File: src/rtl/dmem_arbiter_if.sv
// Bus bundle between the data-memory arbiter and its two requesters
// (CPU MEM stage and DMA/loader) plus the single-port memory.
interface dmem_arbiter_if #(
    parameter int ADDR_W = 32,
    parameter int DATA_W = 32
);
    logic              cpu_req_i;
    logic              cpu_we_i;
    logic [ADDR_W-1:0] cpu_addr_i;
    logic [DATA_W-1:0] cpu_wdata_i;
    logic [DATA_W-1:0] cpu_rdata_o;
    logic              cpu_ack_o;
    logic              cpu_stall_o;

    logic              dma_req_i;
    logic              dma_we_i;
    logic [ADDR_W-1:0] dma_addr_i;
    logic [DATA_W-1:0] dma_wdata_i;
    logic [DATA_W-1:0] dma_rdata_o;
    logic              dma_ack_o;

    logic              mem_en_o;
    logic              mem_we_o;
    logic [ADDR_W-1:0] mem_addr_o;
    logic [DATA_W-1:0] mem_wdata_o;
    logic [DATA_W-1:0] mem_rdata_i;

    // Arbiter side: consumes requests, drives acks and the memory port.
    modport master (
        input  cpu_req_i, cpu_we_i, cpu_addr_i, cpu_wdata_i,
        output cpu_rdata_o, cpu_ack_o, cpu_stall_o,
        input  dma_req_i, dma_we_i, dma_addr_i, dma_wdata_i,
        output dma_rdata_o, dma_ack_o,
        output mem_en_o, mem_we_o, mem_addr_o, mem_wdata_o,
        input  mem_rdata_i
    );

    // Environment side: requesters and the memory itself.
    modport slave (
        output cpu_req_i, cpu_we_i, cpu_addr_i, cpu_wdata_i,
        input  cpu_rdata_o, cpu_ack_o, cpu_stall_o,
        output dma_req_i, dma_we_i, dma_addr_i, dma_wdata_i,
        input  dma_rdata_o, dma_ack_o,
        input  mem_en_o, mem_we_o, mem_addr_o, mem_wdata_o,
        output mem_rdata_i
    );
endinterface

File: src/rtl/dmem_arbiter.sv
// Data-memory arbiter: shares a single-port memory between the CPU MEM
// stage and a DMA/loader port, holds the memory enabled for MEM_LAT cycles
// per access, pulses a one-cycle ack afterwards and stalls the pipeline
// while a CPU request is outstanding. Keeps a saturating stall counter.
module dmem_arbiter #(
    parameter int ADDR_W   = 32,
    parameter int DATA_W   = 32,
    parameter int MEM_LAT  = 2,
    parameter int CPU_PRIO = 0,
    parameter int CNT_W    = 32
) (
    input  logic             clk_i,
    input  logic             rst_i,
    dmem_arbiter_if.master   bus,
    output logic             busy_o,
    output logic [CNT_W-1:0] stall_cnt_o
);

    localparam int               LAT_W    = (MEM_LAT > 1) ? $clog2(MEM_LAT) : 1;
    localparam logic [LAT_W-1:0] LAT_LOAD = LAT_W'(MEM_LAT - 1);
    localparam logic [LAT_W-1:0] LAT_ZERO = {LAT_W{1'b0}};
    localparam logic [LAT_W-1:0] LAT_ONE  = LAT_W'(1);

    localparam logic [1:0] ST_IDLE   = 2'd0;
    localparam logic [1:0] ST_ACCESS = 2'd1;
    localparam logic [1:0] ST_RESP   = 2'd2;

    localparam logic OWN_CPU = 1'b0;
    localparam logic OWN_DMA = 1'b1;

    localparam logic [CNT_W-1:0] CNT_MAX = {CNT_W{1'b1}};

    logic [1:0]        state_r;
    logic [LAT_W-1:0]  cnt_r;
    logic              owner_r;
    logic              last_owner_r;
    logic              we_r;
    logic [ADDR_W-1:0] addr_r;
    logic [DATA_W-1:0] wdata_r;
    logic              mem_en_r;
    logic              mem_we_r;
    logic              cpu_ack_r;
    logic              dma_ack_r;
    logic [DATA_W-1:0] cpu_rdata_r;
    logic [DATA_W-1:0] dma_rdata_r;
    logic [CNT_W-1:0]  stall_cnt_r;

    logic              req_any_s;
    logic              sel_owner_s;
    logic              sel_we_s;
    logic [ADDR_W-1:0] sel_addr_s;
    logic [DATA_W-1:0] sel_wdata_s;
    logic              start_s;
    logic              done_s;
    logic              stall_s;

    // Owner selection: single requester wins; on a tie either fixed CPU
    // priority or alternate away from the previous owner.
    always_comb begin
        sel_owner_s = OWN_CPU;
        req_any_s   = bus.cpu_req_i | bus.dma_req_i;
        if (bus.cpu_req_i && bus.dma_req_i) begin
            if (CPU_PRIO != 0) begin
                sel_owner_s = OWN_CPU;
            end else begin
                sel_owner_s = (last_owner_r == OWN_CPU) ? OWN_DMA : OWN_CPU;
            end
        end else if (bus.dma_req_i) begin
            sel_owner_s = OWN_DMA;
        end else begin
            sel_owner_s = OWN_CPU;
        end
    end

    // Request mux feeding the latch of the selected requester's command.
    always_comb begin
        sel_we_s    = 1'b0;
        sel_addr_s  = {ADDR_W{1'b0}};
        sel_wdata_s = {DATA_W{1'b0}};
        if (sel_owner_s == OWN_DMA) begin
            sel_we_s    = bus.dma_we_i;
            sel_addr_s  = bus.dma_addr_i;
            sel_wdata_s = bus.dma_wdata_i;
        end else begin
            sel_we_s    = bus.cpu_we_i;
            sel_addr_s  = bus.cpu_addr_i;
            sel_wdata_s = bus.cpu_wdata_i;
        end
    end

    assign start_s = (state_r == ST_IDLE) && req_any_s;
    assign done_s  = (state_r == ST_ACCESS) && (cnt_r == LAT_ZERO);
    assign stall_s = bus.cpu_req_i & ~cpu_ack_r;

    // Sequencer: IDLE -> ACCESS (MEM_LAT cycles) -> RESP -> IDLE.
    always_ff @(posedge clk_i) begin
        if (rst_i) begin
            state_r      <= ST_IDLE;
            cnt_r        <= LAT_ZERO;
            owner_r      <= OWN_CPU;
            last_owner_r <= OWN_DMA;
        end else begin
            case (state_r)
                ST_IDLE: begin
                    if (start_s) begin
                        state_r      <= ST_ACCESS;
                        cnt_r        <= LAT_LOAD;
                        owner_r      <= sel_owner_s;
                        last_owner_r <= sel_owner_s;
                    end
                end
                ST_ACCESS: begin
                    if (cnt_r == LAT_ZERO) begin
                        state_r <= ST_RESP;
                    end else begin
                        cnt_r <= cnt_r - LAT_ONE;
                    end
                end
                ST_RESP: begin
                    state_r <= ST_IDLE;
                end
                default: begin
                    state_r <= ST_IDLE;
                    cnt_r   <= LAT_ZERO;
                end
            endcase
        end
    end

    // Command latch: captured once at grant, requester inputs ignored after.
    always_ff @(posedge clk_i) begin
        if (rst_i) begin
            we_r    <= 1'b0;
            addr_r  <= {ADDR_W{1'b0}};
            wdata_r <= {DATA_W{1'b0}};
        end else if (start_s) begin
            we_r    <= sel_we_s;
            addr_r  <= sel_addr_s;
            wdata_r <= sel_wdata_s;
        end
    end

    // Memory strobes, registered so they are high exactly during ACCESS.
    always_ff @(posedge clk_i) begin
        if (rst_i) begin
            mem_en_r <= 1'b0;
            mem_we_r <= 1'b0;
        end else if (start_s) begin
            mem_en_r <= 1'b1;
            mem_we_r <= sel_we_s;
        end else if (done_s) begin
            mem_en_r <= 1'b0;
            mem_we_r <= 1'b0;
        end
    end

    // Response: one-cycle ack to the owner, read data held until next read.
    always_ff @(posedge clk_i) begin
        if (rst_i) begin
            cpu_ack_r   <= 1'b0;
            dma_ack_r   <= 1'b0;
            cpu_rdata_r <= {DATA_W{1'b0}};
            dma_rdata_r <= {DATA_W{1'b0}};
        end else begin
            cpu_ack_r <= 1'b0;
            dma_ack_r <= 1'b0;
            if (done_s) begin
                if (owner_r == OWN_DMA) begin
                    dma_ack_r <= 1'b1;
                    if (!we_r) begin
                        dma_rdata_r <= bus.mem_rdata_i;
                    end
                end else begin
                    cpu_ack_r <= 1'b1;
                    if (!we_r) begin
                        cpu_rdata_r <= bus.mem_rdata_i;
                    end
                end
            end
        end
    end

    // Saturating count of cycles the pipeline is stalled.
    always_ff @(posedge clk_i) begin
        if (rst_i) begin
            stall_cnt_r <= {CNT_W{1'b0}};
        end else if (stall_s && (stall_cnt_r != CNT_MAX)) begin
            stall_cnt_r <= stall_cnt_r + {{(CNT_W-1){1'b0}}, 1'b1};
        end
    end

    assign bus.cpu_ack_o   = cpu_ack_r;
    assign bus.dma_ack_o   = dma_ack_r;
    assign bus.cpu_rdata_o = cpu_rdata_r;
    assign bus.dma_rdata_o = dma_rdata_r;
    assign bus.cpu_stall_o = stall_s;
    assign bus.mem_en_o    = mem_en_r;
    assign bus.mem_we_o    = mem_we_r;
    assign bus.mem_addr_o  = addr_r;
    assign bus.mem_wdata_o = wdata_r;
    assign busy_o          = (state_r != ST_IDLE);
    assign stall_cnt_o     = stall_cnt_r;

endmodule

File: src/flat_wrapper.sv
// flat-port wrapper written by rule: the top's interface ports become plain ports
module dmem_arbiter_flat 
#(
    parameter int ADDR_W   = 32,
    parameter int DATA_W   = 32,
    parameter int MEM_LAT  = 2,
    parameter int CPU_PRIO = 0,
    parameter int CNT_W    = 32
)
  (clk_i, rst_i, busy_o, stall_cnt_o, bus_cpu_req_i, bus_cpu_we_i, bus_cpu_addr_i, bus_cpu_wdata_i, bus_cpu_rdata_o, bus_cpu_ack_o, bus_cpu_stall_o, bus_dma_req_i, bus_dma_we_i, bus_dma_addr_i, bus_dma_wdata_i, bus_dma_rdata_o, bus_dma_ack_o, bus_mem_en_o, bus_mem_we_o, bus_mem_addr_o, bus_mem_wdata_o, bus_mem_rdata_i);
  dmem_arbiter_if #(.ADDR_W(ADDR_W), .DATA_W(DATA_W)) bus_i ();
  input  logic clk_i;
  input  logic rst_i;
  output logic busy_o;
  output logic [CNT_W-1:0] stall_cnt_o;
  input wire logic [$bits(bus_i.cpu_req_i)-1:0] bus_cpu_req_i;
  input wire logic [$bits(bus_i.cpu_we_i)-1:0] bus_cpu_we_i;
  input wire logic [$bits(bus_i.cpu_addr_i)-1:0] bus_cpu_addr_i;
  input wire logic [$bits(bus_i.cpu_wdata_i)-1:0] bus_cpu_wdata_i;
  output wire logic [$bits(bus_i.cpu_rdata_o)-1:0] bus_cpu_rdata_o;
  output wire logic [$bits(bus_i.cpu_ack_o)-1:0] bus_cpu_ack_o;
  output wire logic [$bits(bus_i.cpu_stall_o)-1:0] bus_cpu_stall_o;
  input wire logic [$bits(bus_i.dma_req_i)-1:0] bus_dma_req_i;
  input wire logic [$bits(bus_i.dma_we_i)-1:0] bus_dma_we_i;
  input wire logic [$bits(bus_i.dma_addr_i)-1:0] bus_dma_addr_i;
  input wire logic [$bits(bus_i.dma_wdata_i)-1:0] bus_dma_wdata_i;
  output wire logic [$bits(bus_i.dma_rdata_o)-1:0] bus_dma_rdata_o;
  output wire logic [$bits(bus_i.dma_ack_o)-1:0] bus_dma_ack_o;
  output wire logic [$bits(bus_i.mem_en_o)-1:0] bus_mem_en_o;
  output wire logic [$bits(bus_i.mem_we_o)-1:0] bus_mem_we_o;
  output wire logic [$bits(bus_i.mem_addr_o)-1:0] bus_mem_addr_o;
  output wire logic [$bits(bus_i.mem_wdata_o)-1:0] bus_mem_wdata_o;
  input wire logic [$bits(bus_i.mem_rdata_i)-1:0] bus_mem_rdata_i;
  assign bus_i.cpu_req_i = bus_cpu_req_i;
  assign bus_i.cpu_we_i = bus_cpu_we_i;
  assign bus_i.cpu_addr_i = bus_cpu_addr_i;
  assign bus_i.cpu_wdata_i = bus_cpu_wdata_i;
  assign bus_cpu_rdata_o = bus_i.cpu_rdata_o;
  assign bus_cpu_ack_o = bus_i.cpu_ack_o;
  assign bus_cpu_stall_o = bus_i.cpu_stall_o;
  assign bus_i.dma_req_i = bus_dma_req_i;
  assign bus_i.dma_we_i = bus_dma_we_i;
  assign bus_i.dma_addr_i = bus_dma_addr_i;
  assign bus_i.dma_wdata_i = bus_dma_wdata_i;
  assign bus_dma_rdata_o = bus_i.dma_rdata_o;
  assign bus_dma_ack_o = bus_i.dma_ack_o;
  assign bus_mem_en_o = bus_i.mem_en_o;
  assign bus_mem_we_o = bus_i.mem_we_o;
  assign bus_mem_addr_o = bus_i.mem_addr_o;
  assign bus_mem_wdata_o = bus_i.mem_wdata_o;
  assign bus_i.mem_rdata_i = bus_mem_rdata_i;
  dmem_arbiter #(.ADDR_W(ADDR_W), .DATA_W(DATA_W), .MEM_LAT(MEM_LAT), .CPU_PRIO(CPU_PRIO), .CNT_W(CNT_W)) u_core (.clk_i(clk_i), .rst_i(rst_i), .bus(bus_i), .busy_o(busy_o), .stall_cnt_o(stall_cnt_o));
endmodule
File: config.mk
export PLATFORM = sky130hd
export DESIGN_NAME = dmem_arbiter_flat
export DESIGN_NICKNAME = d
export VERILOG_FILES = /design/src/rtl/dmem_arbiter_if.sv /design/src/rtl/dmem_arbiter.sv /design/src/flat_wrapper.sv
export SDC_FILE = /design/constraint.sdc
export NUM_CORES = 1
export LEC_CHECK = 0
export CORE_MARGIN = 10
export CORE_UTILIZATION = 30
export CTS_BUF_LIST = sky130_fd_sc_hd__clkbuf_4
export CTS_CLUSTER_DIAMETER = 40
export DETAILED_ROUTE_END_ITERATION = 6
export PLACE_DENSITY = 0.67
export REMOVE_ABC_BUFFERS = 1
export SYNTH_ARGS = -nofsm -noshare
export SYNTH_HDL_FRONTEND = slang
export SYNTH_SLANG_ARGS = --single-unit
File: constraint.sdc
create_clock -name clk_i -period 4.5 [get_ports clk_i]
set_input_delay 0.9 -clock clk_i [delete_from_list [all_inputs] [get_ports clk_i]]
set_output_delay 0.9 -clock clk_i [all_outputs]
set_load 0.01 [all_outputs]
* Word level (Yosys, flattened, before mapping)
Cells that the tools add are included.
** Operators by class
- $add $sub $neg :: 2
- Equal/unequal tests :: 5
- Mux-type cells :: 17
- Bitwise operators :: 8
- Reductions and logical operators :: 13
** Operators with widths (number)
- $mux 32 :: 2
- $add 32x1->32 const B :: 1
- $ne 32x32->1 const B :: 1
- $mux 1 :: 11
- $not 1->1 :: 6
- $reduce_and 2->1 :: 3
- $reduce_and 3->1 :: 2
- $logic_and 1x1->1 :: 4
- $mux 2 :: 2
- $pmux 2 s2 :: 1
- $reduce_bool 2->1 :: 2
- $pmux 1 s3 :: 1
- $eq 2x1->1 const B :: 1
- $eq 2x2->1 const B :: 1
- $logic_not 2->1 :: 1
- $ne 2x1->1 const B :: 1
- $ne 2x2->1 const B :: 1
- $reduce_or 2->1 :: 1
- $and 1x1->1 :: 1
- $or 1x1->1 :: 1
- $sub 1x1->1 const B :: 1
** Word-level totals
- Flip-flop bits (word level) :: 170
- Input bits :: 166
- Word-level logic and storage cells :: 59

* Depth between registers and ports, before layout
Gate-level depths: netlist (run 1).
- Word-level depth :: 4
- Depth in mapped cells :: 8
- Mapped depth without buffers :: 6

* Worst setup path after synthesis (run 1)
OpenSTA, ideal clock, no wires.
- Path kind :: input-to-reg
- Start :: input bus_cpu_req_i
- End :: register u_core.stall_cnt_r[19], in the netlist u_core.stall_cnt_o[19]
- Setup time :: 0.070 ns
- Data arrival time :: 2.430 ns
- Data required time :: 4.430 ns
- Path slack :: 2.000 ns
- Cell stages on the path :: 6
- Path through :: and2b_1 > nand3_1 > or3_1 > buf_2 > or4_1 > a21oi_1
** On the way
- Cells in the longest elaborated chain, start to end :: 2
** RTL lines
- start: declaration :: line flat_wrapper.sv:16 : input wire logic [$bits(bus_i.cpu_req_i)-1:0] bus_cpu_req_i;
- $and 1x1->1 :: line dmem_arbiter.sv:93 : assign stall_s = bus.cpu_req_i & ~cpu_ack_r;
- $logic_and 1x1->1 :: line dmem_arbiter.sv:187 : end else if (stall_s && (stall_cnt_r != CNT_MAX)) begin
- end signal: assignment :: line dmem_arbiter.sv:186 : stall_cnt_r <= {CNT_W{1'b0}};
- end signal: assignment :: line dmem_arbiter.sv:188 : stall_cnt_r <= stall_cnt_r + {{(CNT_W-1){1'b0}}, 1'b1};
- end: declaration :: line dmem_arbiter.sv:46 : logic [CNT_W-1:0] stall_cnt_r;
No other way between the ends.
A chain may end at the register's enable or synchronous reset.

* Worst setup path after layout (run 1)
- Start :: input bus_cpu_req_i
- End :: output bus_cpu_stall_o
** On the way
- Cells in the longest elaborated chain, start to end :: 1
** RTL lines
- $and 1x1->1 :: line dmem_arbiter.sv:93
- end: declaration :: line flat_wrapper.sv:22 : output wire logic [$bits(bus_i.cpu_stall_o)-1:0] bus_cpu_stall_o;
No other way between the ends.

==> metrics.md, run 1 <==
| Metric | Value |
|---|---|
| Status | completed |
| TritonCTS clock tree | built |
| Drt via density | 4.761 |
| Critical Path Most Common Cell | clkdlybuf4s50_1 |
| Port buffer count | 331 |
| First-pass GRT wire length | 36.67 mm |
| Tot GR Track Use | 15.77% |
| ANT nets after route | 0 |
| Slew Limit Fails | 0 |
| Crit end category | primary output |
| Crit-path cells | clkdlybuf4s50_1 -> and2b_1 -> clkdlybuf4s50_1 |
| Setup tns final | 0 ps |
| Reg2reg setup slack | 1400 ps |
| Syn Area/Cell | 8.707 um^2 |
| Synth top area cells | dfxtp_1, mux2i_1, nand2_1 |
| RSZ-0062 raised after global routing | false |
| Initial core utilization | 30.63% |
| Vias in the first global route | 6491 |
| Yosys top cell by area | dfxtp_1 |
| CTS Buffer Depth | 2 |
| Fraction of registers with async set/reset | 0% |
| CTS Buf Count | 17 |
| Worst VDD drop | 0.0001295 V |
| Max-cap viol count | 0 |
| Htree depth | 4 |
| GPL Wtd Cong | 0.7578 |
| Hold Crit Class | reg -> reg |
| Yosys warnings | 0 |
| Clock latency on the worst-skew pair | 540 ps |
| Initial antenna violation count | 1 |
| Worst-path fanout max | 6 |
| Final Hold Viols | 0 |
| DR vias | 6670 |
| Fin Hold WS | 461.9 ps |
| Routed WL per cell | 17.46 um |
| Clk sink count | 170 |
| Final setup viols | 0 |
| PwrDens | 306.1 nW/um^2 |
| Final net count | 1269 |
| Startpoint types | primary input |
| WS Path Type | in -> out |
| Clock-pin slew on the worst setup and hold paths | 140 ps |
| Slowest CP cell | clkdlybuf4s50_1 |
| Post-synth EDFFs | 0 |
| Synth-to-layout area growth | 55.49% |
| DRC | 0 |
| Post-synth top flop | dfxtp_1 |
| Maximum clock frequency | 0.3098 GHz |
| Max incr delay on CP | 620 ps |
| Worst Tran Pin Value | 868.8 ps |
| Crit share post-route | 71.74% |
| Width of the chip | 172.3 um |
| Number of search-and-repair iterations in the first detailed-routing pass | 4 |
| WL final | 24.46 mm |
| Largest net degree at the start of global routing | 83 |
| Number of cells on the worst reg-to-reg path | 6 |
| Postcts setup bufs | 0 |
| DPL Wire Length | 18.68 mm |
| WHS Endpoint | u_core.bus.cpu_rdata_o[24] |
| Die area | 29680 um^2 |
| Reg-to-Reg Start | u_core.stall_cnt_o[0] |
| Final min period | 3228 ps |
| Register area share after synthesis | 48.92% |
| Clk_skew | 34.79 ps |
| Fraction of layout cells with a size suffix above 1 | 5.381% |
| Synth Cell Area | 6957 um^2 |
| Cts repair resizes | 0 |
| CP Data Required Time | 3600 ps |
| Netlist cell types | 49 |
| Synth Register Bits | 170 |
| Die Ht | 172.3 um |
| Core area | 22710 um^2 |
| Post-Synthesis Cells | 799 |
| Synth top area share | 48.92% |
| IO Pins | 332 |
| Hold path start | u_core.bus.cpu_rdata_o[24] |
| Crit. Startpoint | bus_cpu_req_i |
| Hold bufs inserted after CTS | 0 |
| Hold path cells | 2 |
| Grt ovf | 0 |
| Worst R2R End | u_core.stall_cnt_o[10] |
| CP arrival | 2330 ps |
| Pleak | 3.767 nW |
| Placement Rows | 55 |
| Root Driver | clkbuf_4 |
| Max transition margin | 41.73% |
| DR iter-0 viols | 441 |
per-layer routing:
metal / track usage [%] / wire length (um) / part of all wire [%] / vias up
met5: 0 / 0 / 0 / -
met4: 3.898 / 226 / 0.92 / 0
met3: 6.749 / 2260 / 9.2 / 14
met2: 26.42 / 11990 / 49 / 239
met1: 18.11 / 9975 / 41 / 2999
li1: - / - / - / 3418
state kept, by name (all words and copies together), names as in the netlist:
name	count
u_core.we_r	1
u_core.bus.cpu_rdata_o	32
u_core.stall_cnt_o	32
u_core.last_owner_r	1
u_core.bus.mem_wdata_o	32
u_core.bus.mem_we_o	1
u_core.bus.dma_rdata_o	32
u_core.owner_r	1
u_core.bus.mem_addr_o	32
u_core.bus.cpu_ack_o	1
u_core.cnt_r	1
u_core.bus.mem_en_o	1
u_core.state_r	2
u_core.bus.dma_ack_o	1
cells in the final DEF (no fill, tap or decap), types with 12 or more instances in the layout:
cell type        Yosys  layout
mux2i_1             65      65
nand2_1            139     139
clkbuf_4             0      19
a21oi_1             89      89
or4_1               12      12
nor2_1              90      89
clkdlybuf4s50_1      0     330
dfxtp_1            170     170
buf_4                2      13
a211oi_1            66      66
Yosys cell counts, types with 7 or more instances:
cell type / count
or3_1: 7
or4_1: 12
dfxtp_1: 170
o31ai_1: 10
a21oi_1: 89
clkbuf_1: 51
nand3_1: 10
nor2_1: 90
mux2i_1: 65
a211oi_1: 66
nand2_1: 139
cell families (layout without fill, tap and decap cells):
group	count (synthesis)	count (layout)	synth area share [%]
other	0	1	0
multiplexers	69	69	10.00
XOR/XNOR	9	9	1.133
AND/OR/NAND/NOR	299	299	19.50
adder cells (fa/ha/maj)	1	1	0.1798
buffers and inverters	67	383	3.759
flip-flops	170	170	48.92
AO/OA/AOI/OAI	184	184	16.51
power by group:
group | total (mW) | internal (mW) | switching (mW)
sequential | 1.67 | 1.61 | 0.0577
combinational | 0.763 | 0.416 | 0.347
clock | 0.878 | 0.300 | 0.578
worst max-delay path by stage:
stage	to	slack [ps]	depth (start not counted)
global placement	u_core.stall_cnt_o[31]	1250	6
floorplan	u_core.bus.mem_we_o	-1940	4
global route	u_core.stall_cnt_o[10]	1170	6
detailed placement	u_core.stall_cnt_o[19]	1160	6
finish	bus_cpu_stall_o	1270	3
CTS	bus_cpu_stall_o	1270	3
critical path: cells and delay by family:
kind	cells	cell delay, ps
buffers and inverters	2	1190
AND/OR/NAND/NOR	1	240
layout make-up:
class | instances | area (um^2)
antenna | 1 | 2.502
clock buffer | 19 | 142.6
clock inverter | 13 | 132.6
fill | 2227 | 11890
inverter | 6 | 22.52
multi-input combinational | 562 | 3316
sequential | 170 | 3403
tap | 285 | 356.6
timing repair buffer | 345 | 3441
through the flow:
| step | total power, mW | cell area [um^2] | instances | setup slack, ps | util, % |
|---|---|---|---|---|---|
| floorplan | 2.029 | 6718 | 738 | -1943 | - |
| global placement | 2.473 | 10540 | 1368 | 1245 | 46.41 |
| detailed placement | 2.481 | 10540 | 1368 | 1158 | 46.41 |
| CTS | 3.366 | 10810 | 1400 | 1271 | 47.62 |
| global route | 3.486 | 10820 | 1401 | 1166 | 47.63 |
| finish | 3.311 | 10820 | 1401 | 1272 | 47.63 |
Note: power is estimated with default switching activity, not from simulation.
==> run 2: changes to the inputs <==
==> constraint.sdc (replaced) <==
create_clock -name clk_i -period 3.15 [get_ports clk_i]
set_input_delay 0.63 -clock clk_i [delete_from_list [all_inputs] [get_ports clk_i]]
set_output_delay 0.63 -clock clk_i [all_outputs]
set_load 0.01 [all_outputs]
==> metrics.md, run 2 (synthesis gave the netlist of run 1 again) <==
| Metric | Value |
|---|---|
| TritonCTS clock tree | built |
| Number of cells on the worst reg-to-reg path | 6 |
| Postcts setup bufs | 0 |
| Core area | 22710 um^2 |
| Buffers & Inverters on Critical Path | 2 |
| Fin Hold WS | 463.0 ps |
| Worst slack at placement | 441.1 ps |
| Critical Path Most Common Cell | clkdlybuf4s50_1 |
| Die Ht | 172.3 um |
| Crit path max-delay family | buffers and inverters |
| Largest net degree at the start of global routing | 130 |
| Most frequent cells in the layout | clkdlybuf4s50_1, dfxtp_1, nand2_1, nor2_1, a21oi_1 |
| Clock-pin slew on the worst setup and hold paths | 160 ps |
| Routed WL per cell | 17.48 um |
| Critical Path End | bus_cpu_stall_o |
| DR vias | 6718 |
| Grt ovf | 0 |
| Final Power | 4.634 mW |
| Final Hold Viols | 0 |
| IO Pins | 332 |
| Tot GR Track Use | 16.04% |
| Synth-to-layout area growth | 55.66% |
| RSZ-0062 raised after global routing | false |
| Worst-path fanout max | 4 |
| First-pass GRT wire length | 37.40 mm |
| Initial core utilization | 30.63% |
| Fraction of layout cells with a size suffix above 1 | 5.635% |
| CP Data Required Time | 2520 ps |
| Clk sink count | 170 |
| Crit end category | primary output |
| Width of the chip | 172.3 um |
| Max-cap viol count | 0 |
| WL final | 24.54 mm |
| Drt via density | 4.785 |
| Post-layout util | 47.69% |
| CP arrival | 1920 ps |
| Max incr delay on CP | 580 ps |
| CTS Buffer Depth | 2 |
| Root Driver | clkbuf_4 |
| Die area | 29680 um^2 |
| Worst VDD drop | 0.0001976 V |
| DR iter-0 viols | 445 |
| Crit-path cells | clkdlybuf4s50_1 -> and2b_1 -> clkdlybuf4s50_1 |
| ANT nets after route | 0 |
| Clk_skew | 38.45 ps |
| Levels on crit path | 3 |
| Worst R2R End | u_core.stall_cnt_o[9] |
| GPL Wtd Cong | 0.7642 |
| Vias in the first global route | 6606 |
| Crit. Startpoint | bus_cpu_req_i |
| DPL Wire Length | 18.88 mm |
| Min setup slack post-route | 597.7 ps |
| Commonest non-fill, non-tap cell in the layout | clkdlybuf4s50_1 |
| Initial antenna violation count | 1 |
| Cts repair resizes | 0 |
| Slowest CP cell | clkdlybuf4s50_1 |
| Port buffer count | 331 |
| Worst Tran Pin Value | 783.0 ps |
| Inst Count DP | 1372 |
| Final min period | 2552 ps |
| Max transition margin | 47.80% |
| Post-Layout Cell Count | 1404 |
| Final net count | 1273 |
| Status | completed |
| Clock latency on the worst-skew pair | 550 ps |
| WS Path Type | in -> out |
| CTS Buf Count | 17 |
| Number of search-and-repair iterations in the first detailed-routing pass | 4 |
| Fin area | 10830 um^2 |
| Startpoint types | primary input |
| Hold Crit Class | reg -> reg |
| PwrDens | 427.9 nW/um^2 |
| Maximum clock frequency | 0.3918 GHz |
| Reg-to-Reg Start | u_core.stall_cnt_o[0] |
| Crit share post-route | 81.02% |
| Final setup viols | 0 |
| DRC | 0 |
| Placement Rows | 55 |
| Post-DP Area | 10580 um^2 |
| Hold bufs inserted after CTS | 0 |
| Slew Limit Fails | 0 |
| Pleak | 3.783 nW |
| Reg2reg setup slack | 690 ps |
| Htree depth | 4 |
| Setup tns final | 0 ps |
==> run 2: cell types whose count changed in the layout (fill, tap and decap cells not counted), sizes merged <==
cell,before,now
buf,15,19
bufinv,1,0
clkbuf,19,18
clkinv,3,5
clkinvlp,4,2
inv,11,12
==> run 2: cell type report <==
class,instances,area [um^2]
Multi-Input combinational cell,562,3316
Tap cell,285,356.6
Timing Repair Buffer,349,3483
Inverter,6,22.52
Antenna cell,1,2.502
Sequential cell,170,3403
Clock buffer,18,135.1
Fill cell,2207,11880
Clock inverter,13,110.1
==> run 2: worst min path at each step <==
stage,from,to,slack [ps],depth (start not counted)
5_1_grt,u_core.bus.dma_rdata_o[11],u_core.bus.dma_rdata_o[11],480,2
4_1_cts,u_core.bus.cpu_rdata_o[23],u_core.bus.cpu_rdata_o[23],470,2
2_1_floorplan,u_core.cnt_r,u_core.cnt_r,450,2
6_report,u_core.bus.cpu_rdata_o[10],u_core.bus.cpu_rdata_o[10],460,2
3_5_place_dp,u_core.bus.cpu_rdata_o[23],u_core.bus.cpu_rdata_o[23],450,2
3_3_place_gp,u_core.bus.dma_rdata_o[27],u_core.bus.dma_rdata_o[27],440,2
==> run 2: per-layer routing <==
layer / vias to the layer above / global-route usage (%) / part of all wire [%]
li1: 3441 / - / -
met1: 3033 / 17.62 / 39
met2: 231 / 27.70 / 50
met3: 13 / 7.114 / 9.6
met4: 0 / 3.936 / 0.98
met5: - / 0 / 0
==> run 2: power by group <==
group          internal (mW)  switching (mW)  leakage (nW)
logic                  0.599           0.490          2.26
clock network          0.338           0.823         0.132
registers               2.30          0.0803          1.39
total                   3.24            1.39          3.78
==> run 2: worst reg2reg max path: cells and delay by family (launching register included) <==
family / cells / cell delay, ps
fa+ha+maj: 1 / 210
flops: 1 / 450
mux: 1 / 320
simple gates: 4 / 1410
==> run 3: changes to the inputs <==
--- a/config.mk
+++ b/config.mk
@@ -10,7 +10,7 @@
 export CTS_BUF_LIST = sky130_fd_sc_hd__clkbuf_4
 export CTS_CLUSTER_DIAMETER = 40
 export DETAILED_ROUTE_END_ITERATION = 6
-export PLACE_DENSITY = 0.67
+export PLACE_DENSITY = 0.69
 export REMOVE_ABC_BUFFERS = 1
 export SYNTH_ARGS = -nofsm -noshare
 export SYNTH_HDL_FRONTEND = slang
==> constraint.sdc (replaced) <==
create_clock -name clk_i -period 2.2 [get_ports clk_i]
set_input_delay 0.44 -clock clk_i [delete_from_list [all_inputs] [get_ports clk_i]]
set_output_delay 0.44 -clock clk_i [all_outputs]
set_load 0.01 [all_outputs]
==> metrics.md, run 3 (synthesis gave the netlist of run 1 again) <==
| Metric | Value |
|---|---|
| Hold Crit Class | in -> reg |
| Post-Layout Cell Count | 1457 |
| Initial core utilization | 30.63% |
| Width of the chip | 172.3 um |
| Pleak | 4.132 nW |
| Final net count | 1325 |
| Post-DP Area | 11030 um^2 |
| CP Data Required Time | 2650 ps |
| Status | completed |
| Die area | 29680 um^2 |
| Crit share post-route | 94.73% |
| Final min period | 2084 ps |
| Max incr delay on CP | 580 ps |
| Fraction of layout cells with a size suffix above 1 | 10.76% |
| PwrDens | 616.0 nW/um^2 |
| Drt via density | 4.788 |
| WS Path Type | reg -> reg |
| RSZ-0062 raised after global routing | false |
| Postcts setup bufs | 0 |
| DR iter-0 viols | 477 |
| Initial antenna violation count | 1 |
| Met2 Usage GRT | 27.40% |
| Crit end category | flip-flop |
| Crit-path cells | ha_1 -> nand3_1 -> or4_4 -> buf_4 -> nand3b_1 -> nor3b_1 -> mux2_2 |
| Htree depth | 4 |
| First-pass GRT wire length | 37.24 mm |
| IO Pins | 332 |
| Met1 Usage GRT | 17.93% |
| GPL Wtd Cong | 0.7791 |
| Max transition margin | 59.14% |
| Commonest non-fill, non-tap cell in the layout | clkdlybuf4s50_1 |
| Most frequent cells in the layout | clkdlybuf4s50_1, dfxtp_1, nand2_1, a21oi_1, nor2_1 |
| Core area | 22710 um^2 |
| Fin area | 11400 um^2 |
| CP arrival | 2530 ps |
| Clk_skew | 28.72 ps |
| Final Hold Viols | 0 |
| DR vias | 6976 |
| Global route hottest layer | met2 |
| ANT nets after route | 0 |
| CTS Buffer Depth | 2 |
| Routed WL per cell | 17.10 um |
| Worst-path fanout max | 6 |
| Number of search-and-repair iterations in the first detailed-routing pass | 6 |
| Clock latency on the worst-skew pair | 560 ps |
| Worst Tran Pin Value | 607.3 ps |
| Slew Limit Fails | 0 |
| Final setup viols | 0 |
| Grt ovf | 0 |
| Clock-pin slew on the worst setup and hold paths | 150 ps |
| Max-cap viol count | 0 |
| DRC | 0 |
| GR Layer Usage met3 | 6.977% |
| TritonCTS clock tree | built |
| WL final | 24.92 mm |
| Maximum clock frequency | 0.4798 GHz |
| Worst VDD drop | 0.0003041 V |
| Inst Count DP | 1424 |
| Vias in the first global route | 6780 |
| Tot GR Track Use | 16.13% |
| DPL Wire Length | 19.80 mm |
| Port buffer count | 331 |
| Slowest CP cell | or4_4 |
| Root Driver | clkbuf_4 |
| Startpoint types | flip-flop |
| Die Ht | 172.3 um |
| Placement Rows | 55 |
| Clk sink count | 170 |
| CTS Buf Count | 17 |
| Largest net degree at the start of global routing | 60 |
| Synth-to-layout area growth | 63.81% |
-- run 3: critical path, delay by kind of cell, from the launching register on --
family	cells	cell delay (ps)
flip-flops	1	370
adder cells (fa/ha/maj)	1	180
multiplexers	1	270
buffers and inverters	1	180
AND/OR/NAND/NOR	4	980
-- run 3: power breakdown --
part	switching, mW	internal [mW]
Sequential	0.115	3.30
Combinational	0.739	0.925
Clock	1.22	0.724
-- run 3: layer usage --
layer	vias to the layer above	wire, um
li1	3530	-
met1	3175	9792
met2	254	12300
met5	-	0
met4	0	356
met3	17	2473
-- run 3: timing repair --
action                     CTS  global route
gates resized for setup      5            11
setup endpoints to repair    3            21
pin swaps                    0             1
hold buffers                 0             0
-- run 3: final cells by class --
cell class / instances / area [um^2]
multi-input combinational: 562 / 3357
clock inverter: 15 / 183.9
fill: 2185 / 11310
antenna: 1 / 2.502
tap: 285 / 356.6
sequential: 170 / 3410
clock buffer: 17 / 127.6
inverter: 6 / 22.52
timing repair buffer: 401 / 3936
-- run 3: worst paths after layout --
| check | startpoint | to | slack [ps] | depth (start not counted) |
|---|---|---|---|---|
| max reg2reg | u_core.stall_cnt_o[0] | u_core.stall_cnt_o[28] | 120 | 7 |
| min | rst_i | u_core.stall_cnt_o[1] | 270 | 2 |
| min reg2reg | u_core.bus.cpu_rdata_o[15] | u_core.bus.cpu_rdata_o[15] | 460 | 2 |
| max | u_core.stall_cnt_o[0] | u_core.stall_cnt_o[28] | 120 | 7 |
-- run 3: stage by stage --
stage                     worst slack, ps  util (%)  setup TNS (ps)  hold slack [ps]  total power [mW]
after global routing                5.899     50.18               0            231.8             7.406
after floorplan                     -3783         -         -259950            452.4             4.151
after CTS                           2.164     50.02               0            204.8             7.154
after detailed placement           -166.1     48.59          -975.7            445.6             5.176
after global placement             -127.5     48.59          -756.5            441.4             5.151
final                               116.0     50.18               0            267.0             7.020
==> patch 1, RTL diff (flow settings as in run 2) <==
`CPU_PRIO` is set to 0 in 2 places; all go to 1.
--- a/src/rtl/dmem_arbiter.sv
+++ b/src/rtl/dmem_arbiter.sv
@@ -6,7 +6,7 @@
     parameter int ADDR_W   = 32,
     parameter int DATA_W   = 32,
     parameter int MEM_LAT  = 2,
-    parameter int CPU_PRIO = 0,
+    parameter int CPU_PRIO = 1,
     parameter int CNT_W    = 32
 ) (
     input  logic             clk_i,
--- a/src/flat_wrapper.sv
+++ b/src/flat_wrapper.sv
@@ -4,7 +4,7 @@
     parameter int ADDR_W   = 32,
     parameter int DATA_W   = 32,
     parameter int MEM_LAT  = 2,
-    parameter int CPU_PRIO = 0,
+    parameter int CPU_PRIO = 1,
     parameter int CNT_W    = 32
 )
   (clk_i, rst_i, busy_o, stall_cnt_o, bus_cpu_req_i, bus_cpu_we_i, bus_cpu_addr_i, bus_cpu_wdata_i, bus_cpu_rdata_o, bus_cpu_ack_o, bus_cpu_stall_o, bus_dma_req_i, bus_dma_we_i, bus_dma_addr_i, bus_dma_wdata_i, bus_dma_rdata_o, bus_dma_ack_o, bus_mem_en_o, bus_mem_we_o, bus_mem_addr_o, bus_mem_wdata_o, bus_mem_rdata_i);
Check against the original RTL: not equivalent (a bounded check fails within 10 cycles, from zero or initial values and one cycle with rst_i high).
==> patch 1 against run 2 <==
  * Critical path depth unchanged
  * Synthesized cell count increased by 3.0%
  * Fmax decreased by 2.2%
  * Power increased by 4.8%
  * Global-route usage decreased by 0.65 points
  * Hold slack got worse by 0.0011 ns
  * Routed wire length increased by 0.28%
  * Final area increased by 3.4%
  * Sequential cell count decreased by 1
  * Sequential share of layout area decreased by 1.2 points
  * Worst setup slack got worse by 0.058 ns
  * Area after synthesis increased by 4.6%
  * Critical path type unchanged
  * Largest cell class is now multi-input gates
==> patch 1: results (changes against run 2) <==
Critical Path Start=bus_cpu_req_i (unchanged); vias in the first global route=6788 (was 6606); first-pass GRT wire length=38.2 mm (was 37.4 mm); largest net degree at the start of global routing=94 (was 130); GR Util met1=0.178 (was 0.176); Critical R2R Capture=u_core.stall_cnt_o[10] (was u_core.stall_cnt_o[9]); Worst R2R Start=u_core.stall_cnt_o[8] (was u_core.stall_cnt_o[0]); Synth Register Bits=169 (was 170); total track usage=0.154 (was 0.160); layout cells sized above 1=0.0731 (was 0.0564); Layout Skew=0.0342 ns (was 0.0384 ns); R2R Setup Slk=0.95 ns (was 0.69 ns); Synth cell types=43 (was 49); Max VDD drop=183 uV (was 198 uV); DR vias/cell=4.66 (was 4.78); DRT iter0 DRCs=372 (was 445); routability cong.=0.751 (was 0.764); H-tree levels=4 (unchanged); status=complete, no violations (unchanged); Synth area leaders=dfxtp_1 47%, mux2i_1 8.9%, a211oi_1 7.3% (was dfxtp_1 49%, mux2i_1 9.4%, nand2_1 7.5%); # resized after CTS=0 (unchanged); M2 GR Usage=0.254 (was 0.277); reg2reg path depth=5 (was 6); antenna violations before repair=1 (unchanged); final WL=24.6 mm (was 24.5 mm); met3 usage=0.0686 (was 0.0711); Total Nets Final=1289 (was 1273); Area after DPL=10900 sq um (was 10600 sq um); sequential fraction of the synthesis area=0.465 (was 0.489); Crit path arrival time=1.98 ns (was 1.92 ns); clock transition at the registers of the reported paths=0.13 ns (was 0.16 ns); Post-synth top cells=169 x dfxtp_1, 141 x nand2_1, 97 x nor2_1 (was 170 x dfxtp_1, 139 x nand2_1, 90 x nor2_1); Pleak=4.24 nW (was 3.78 nW); Worst-Margin Slew=0.690 ns (was 0.783 ns); number of post-CTS setup repair buffers=0 (unchanged); HPWL after DPL=18.9 mm (about the same); Root Buffer=clkbuf_4 (unchanged)
-- patch 1: cell types whose count changed in the layout (fill, tap and decap cells not counted), moves of 6 or more --
cell | before | now
nor2b_1 | 2 | 28
a21oi_1 | 89 | 81
nor2_1 | 89 | 97
and4_1 | 2 | 10
buf_4 | 16 | 10
mux2_2 | 3 | 23
or4_1 | 12 | 2
o31ai_1 | 10 | 1
-- patch 1: final cells by class --
cell class,count,area [sq um]
Timing Repair Buffer,347,3510
Clock inverter,14,186
Antenna cell,1,2.50
Multi-Input combinational cell,584,3570
Sequential cell,169,3380
Fill cell,2351,12500
Clock buffer,18,135
Inverter,3,11.3
Tap cell,319,399
-- patch 1: worst min path at each step --
stage	cells past startpoint	from	endpoint
floorplan	2	u_core.cnt_r	u_core.cnt_r
global placement	2	u_core.bus.dma_rdata_o[29]	u_core.bus.dma_rdata_o[29]
detailed placement	2	u_core.bus.dma_rdata_o[6]	u_core.bus.dma_rdata_o[6]
CTS	2	u_core.bus.dma_rdata_o[6]	u_core.bus.dma_rdata_o[6]
global route	2	u_core.bus.cpu_rdata_o[18]	u_core.bus.cpu_rdata_o[18]
finish	2	u_core.bus.dma_rdata_o[28]	u_core.bus.dma_rdata_o[28]
-- patch 1: cells by family after synthesis --
kind of cell	Yosys count	share of synthesized area
and+or+nand+nor	325	0.205
DFF	169	0.465
AOI/OAI and AO/OA	164	0.146
muxes	94	0.134
buffers and inverters	70	0.0480
adders and majority gates	1	0.00172
-- patch 1: critical path, delay by kind of cell --
| family | cells | cell delay, ns |
|---|---|---|
| buf+inv | 2 | 1.10 |
| simple gates | 1 | 0.24 |
-- patch 1: layer usage --
layer	up-vias	share of wire
li1	3462	-
met1	3071	0.42
met2	237	0.47
met3	17	0.090
met4	0	0.014
met5	-	0
-- patch 1: stage by stage --
step	util	cells	setup slack [ns]	power (W)	hold slack (ns)
3_3_place_gp	0.459	1422	0.518	0.00350	0.441
4_1_cts	0.473	1454	0.531	0.00496	0.465
3_5_place_dp	0.459	1422	0.536	0.00352	0.446
2_1_floorplan	-	756	-0.423	0.00283	0.452
6_report	0.473	1455	0.539	0.00486	0.462
5_1_grt	0.473	1455	0.513	0.00514	0.482
-- patch 1: power breakdown --
part	switching (W)	internal [W]	leakage, nW
Sequential	0.0000815	0.00229	1.38
Clock	0.000824	0.000582	0.167
Combinational	0.000485	0.000597	2.69
Total	0.00139	0.00347	4.24
==> patch 2, RTL diff (config.mk and constraints of run 2) <==
Made on the original files. Reset style: asynchronous (`rst_i`), changed in 5 clocked blocks.
--- a/src/rtl/dmem_arbiter.sv
+++ b/src/rtl/dmem_arbiter.sv
@@ -93,7 +93,7 @@
     assign stall_s = bus.cpu_req_i & ~cpu_ack_r;
 
     // Sequencer: IDLE -> ACCESS (MEM_LAT cycles) -> RESP -> IDLE.
-    always_ff @(posedge clk_i) begin
+    always_ff @(posedge clk_i or posedge rst_i) begin
         if (rst_i) begin
             state_r      <= ST_IDLE;
             cnt_r        <= LAT_ZERO;
@@ -128,7 +128,7 @@
     end
 
     // Command latch: captured once at grant, requester inputs ignored after.
-    always_ff @(posedge clk_i) begin
+    always_ff @(posedge clk_i or posedge rst_i) begin
         if (rst_i) begin
             we_r    <= 1'b0;
             addr_r  <= {ADDR_W{1'b0}};
@@ -141,7 +141,7 @@
     end
 
     // Memory strobes, registered so they are high exactly during ACCESS.
-    always_ff @(posedge clk_i) begin
+    always_ff @(posedge clk_i or posedge rst_i) begin
         if (rst_i) begin
             mem_en_r <= 1'b0;
             mem_we_r <= 1'b0;
@@ -155,7 +155,7 @@
     end
 
     // Response: one-cycle ack to the owner, read data held until next read.
-    always_ff @(posedge clk_i) begin
+    always_ff @(posedge clk_i or posedge rst_i) begin
         if (rst_i) begin
             cpu_ack_r   <= 1'b0;
             dma_ack_r   <= 1'b0;
@@ -181,7 +181,7 @@
     end
 
     // Saturating count of cycles the pipeline is stalled.
-    always_ff @(posedge clk_i) begin
+    always_ff @(posedge clk_i or posedge rst_i) begin
         if (rst_i) begin
             stall_cnt_r <= {CNT_W{1'b0}};
         end else if (stall_s && (stall_cnt_r != CNT_MAX)) begin
Behaviour: differs if rst_i is asserted again (counterexample within 4 cycles, from zero or initial values and one cycle with rst_i high); with rst_i held inactive, the same outputs for 4 cycles.
==> patch 2 against run 2 <==
  * Sequential share of layout area is 6.1 points higher
  * Sequential cell count stayed put
  * Die area is 3.2% higher
  * Worst setup slack worse by 0.20 ns
  * Area after synthesis is 3.6% higher
  * Core utilization is 0.48 points higher
  * Clock skew is 0.012 ns lower
  * Routed wire length is 7.0% lower
  * Via count is 16% lower
  * Final area is 4.7% higher
  * Largest cell class is now registers
Power is not compared: it rests on default switching activity, and its combinational part moved more than twofold at a synthesized area within 25%.
==> patch 2: results (changes against run 2) <==
CP endpoint=bus_cpu_stall_o (unchanged); Post-synth top cells=169 x dfrtp_1, 79 x nand2_1, 65 x mux2i_1, 65 x o21ai_0, 34 x mux2_1 (was 170 x dfxtp_1, 139 x nand2_1, 90 x nor2_1); critical path peak fanout=4 (unchanged); number of post-CTS setup repair buffers=0 (unchanged); Worst-Margin Slew=0.735 ns (was 0.783 ns); clock transition at the registers of the reported paths=0.16 ns (about the same); Total Nets Final=1093 (was 1273); final WL=22.8 mm (was 24.5 mm); DP Cell Count=1226 (was 1372); Synth cell types=43 (was 49); Max VDD drop=about 270 uV; status=complete, no violations (unchanged); non-clk buf share=0.311 (was 0.322); Root Buffer=clkbuf_4 (unchanged); routability cong.=0.777 (was 0.764); DRT iter0 DRCs=260 (was 445); Inserted Diodes=1 (unchanged); Area after DPL=11000 sq um (was 10600 sq um); maximum buffer depth of the clock tree=2 (unchanged); Residual DRC=0 (unchanged); area of the multi-input gates=2830 sq um (was 3320 sq um); later-pin clock latency in the skew report=~0.56 ns; Crit path largest cell delay=0.61 ns (was 0.58 ns); Final clock-cell share=0.0260 (was 0.0226); largest net degree at the start of global routing=51 (was 130); layout cells sized above 1=0.101 (was 0.0564); Critical R2R Capture=u_core.stall_cnt_o[1] (was u_core.stall_cnt_o[9]); Synth area leaders=dfrtp_1 59%, mux2i_1 9.0%, mux2_1 5.3% (was dfxtp_1 49%, mux2i_1 9.4%, nand2_1 7.5%); Final Instance Count excl. Fillers=1259 (was 1404); total track usage=0.147 (was 0.160); Placeable Area=23500 sq um (was 22700 sq um); pwr dens=between 800 and 900 nW/um^2; net switching power=about 0.0033 W; yosys warns=0 (unchanged); HPWL after DPL=18.1 mm (was 18.9 mm); Layout Skew=0.0266 ns (was 0.0384 ns); reg2reg path depth=5 (was 6); clk_buf instances=18 (unchanged); first-pass GRT wire length=35.5 mm (was 37.4 mm); vias in the first global route=6004 (was 6606); sequential cell count=170 (unchanged); Hold Path Class=in2async (was reg2reg); Seq area share=0.375 (was 0.314); Crit path arrival time=2.12 ns (was 1.92 ns); DR vias/cell=4.46 (was 4.78); Worst R2R Start=u_core.stall_cnt_o[0] (unchanged); R2R Setup Slk=1.05 ns (was 0.69 ns); Pleak=roughly 4.8 nW; sequential fraction of the synthesis area=0.591 (was 0.489); H-tree levels=4 (unchanged); Synth Area per Inst=12.3 sq um (was 8.71 sq um); # resized after CTS=0 (unchanged); Non-clk bufs=350 (was 349); antenna violations before repair=1 (unchanged); I/O Buffers=331 (unchanged); ys async rst share=1.00 (was 0); Multi-In Gates=381 (was 562); FILL cells=2243 (was 2207); Critical Path Start=bus_cpu_req_i (unchanged)
patch 2: changes by cell type in the layout (fill, tap and decap cells not counted), sizes merged, moves of 61 or more:
cell,before,now
a21oi,89,1
nor2,90,14
mux2,4,65
a211oi,66,4
dfrtp,0,169
dfxtp,170,0
patch 2: kinds of logic after synthesis:
kind of cell / synth area share
compound gates: 0.0648
xor+xnor: 0.0365
fa+ha+maj: 0.00174
buf+inv: 0.0221
flops: 0.591
mux: 0.192
simple gates: 0.0925
patch 2: metal layers:
| layer | up-vias | part of all wire | routed length, um | track usage |
|---|---|---|---|---|
| li1 | 2728 | - | - | - |
| met1 | 2653 | 0.40 | 9200 | 0.167 |
| met2 | 222 | 0.48 | 11000 | 0.241 |
| met3 | 13 | 0.11 | 2410 | 0.0778 |
| met4 | 0 | 0.011 | 255 | 0.0339 |
| met5 | - | 0 | 0 | 0 |
patch 2: per-stage QoR:
stage / setup TNS, ns / setup slack [ns] / hold WS, ns / power, W
finish: 0 / 0.402 / 0.463 / 0.00941
CTS: 0 / 0.407 / 0.421 / 0.00962
detailed placement: 0 / 0.412 / 0.466 / 0.00823
floorplan: -542.40 / -2.95 / 0.460 / 0.00552
global route: 0 / 0.313 / 0.436 / 0.0101
global placement: 0 / 0.418 / 0.460 / 0.00815
patch 2: power by group through the flow:
stage	registers (W)	clock network [W]	logic, W
floorplan	0.00405	0	0.00147
CTS	0.00363	0.00142	0.00457
detailed placement	0.00368	0	0.00456
finish	0.00362	0.00134	0.00446
global route	0.00376	0.00151	0.00485
global placement	0.00364	0	0.00451
patch 2: worst max-delay path: cells and delay by family:
family / cells / cell delay, ns
buf+inv: 3 / 1.31
simple gates: 1 / 0.17
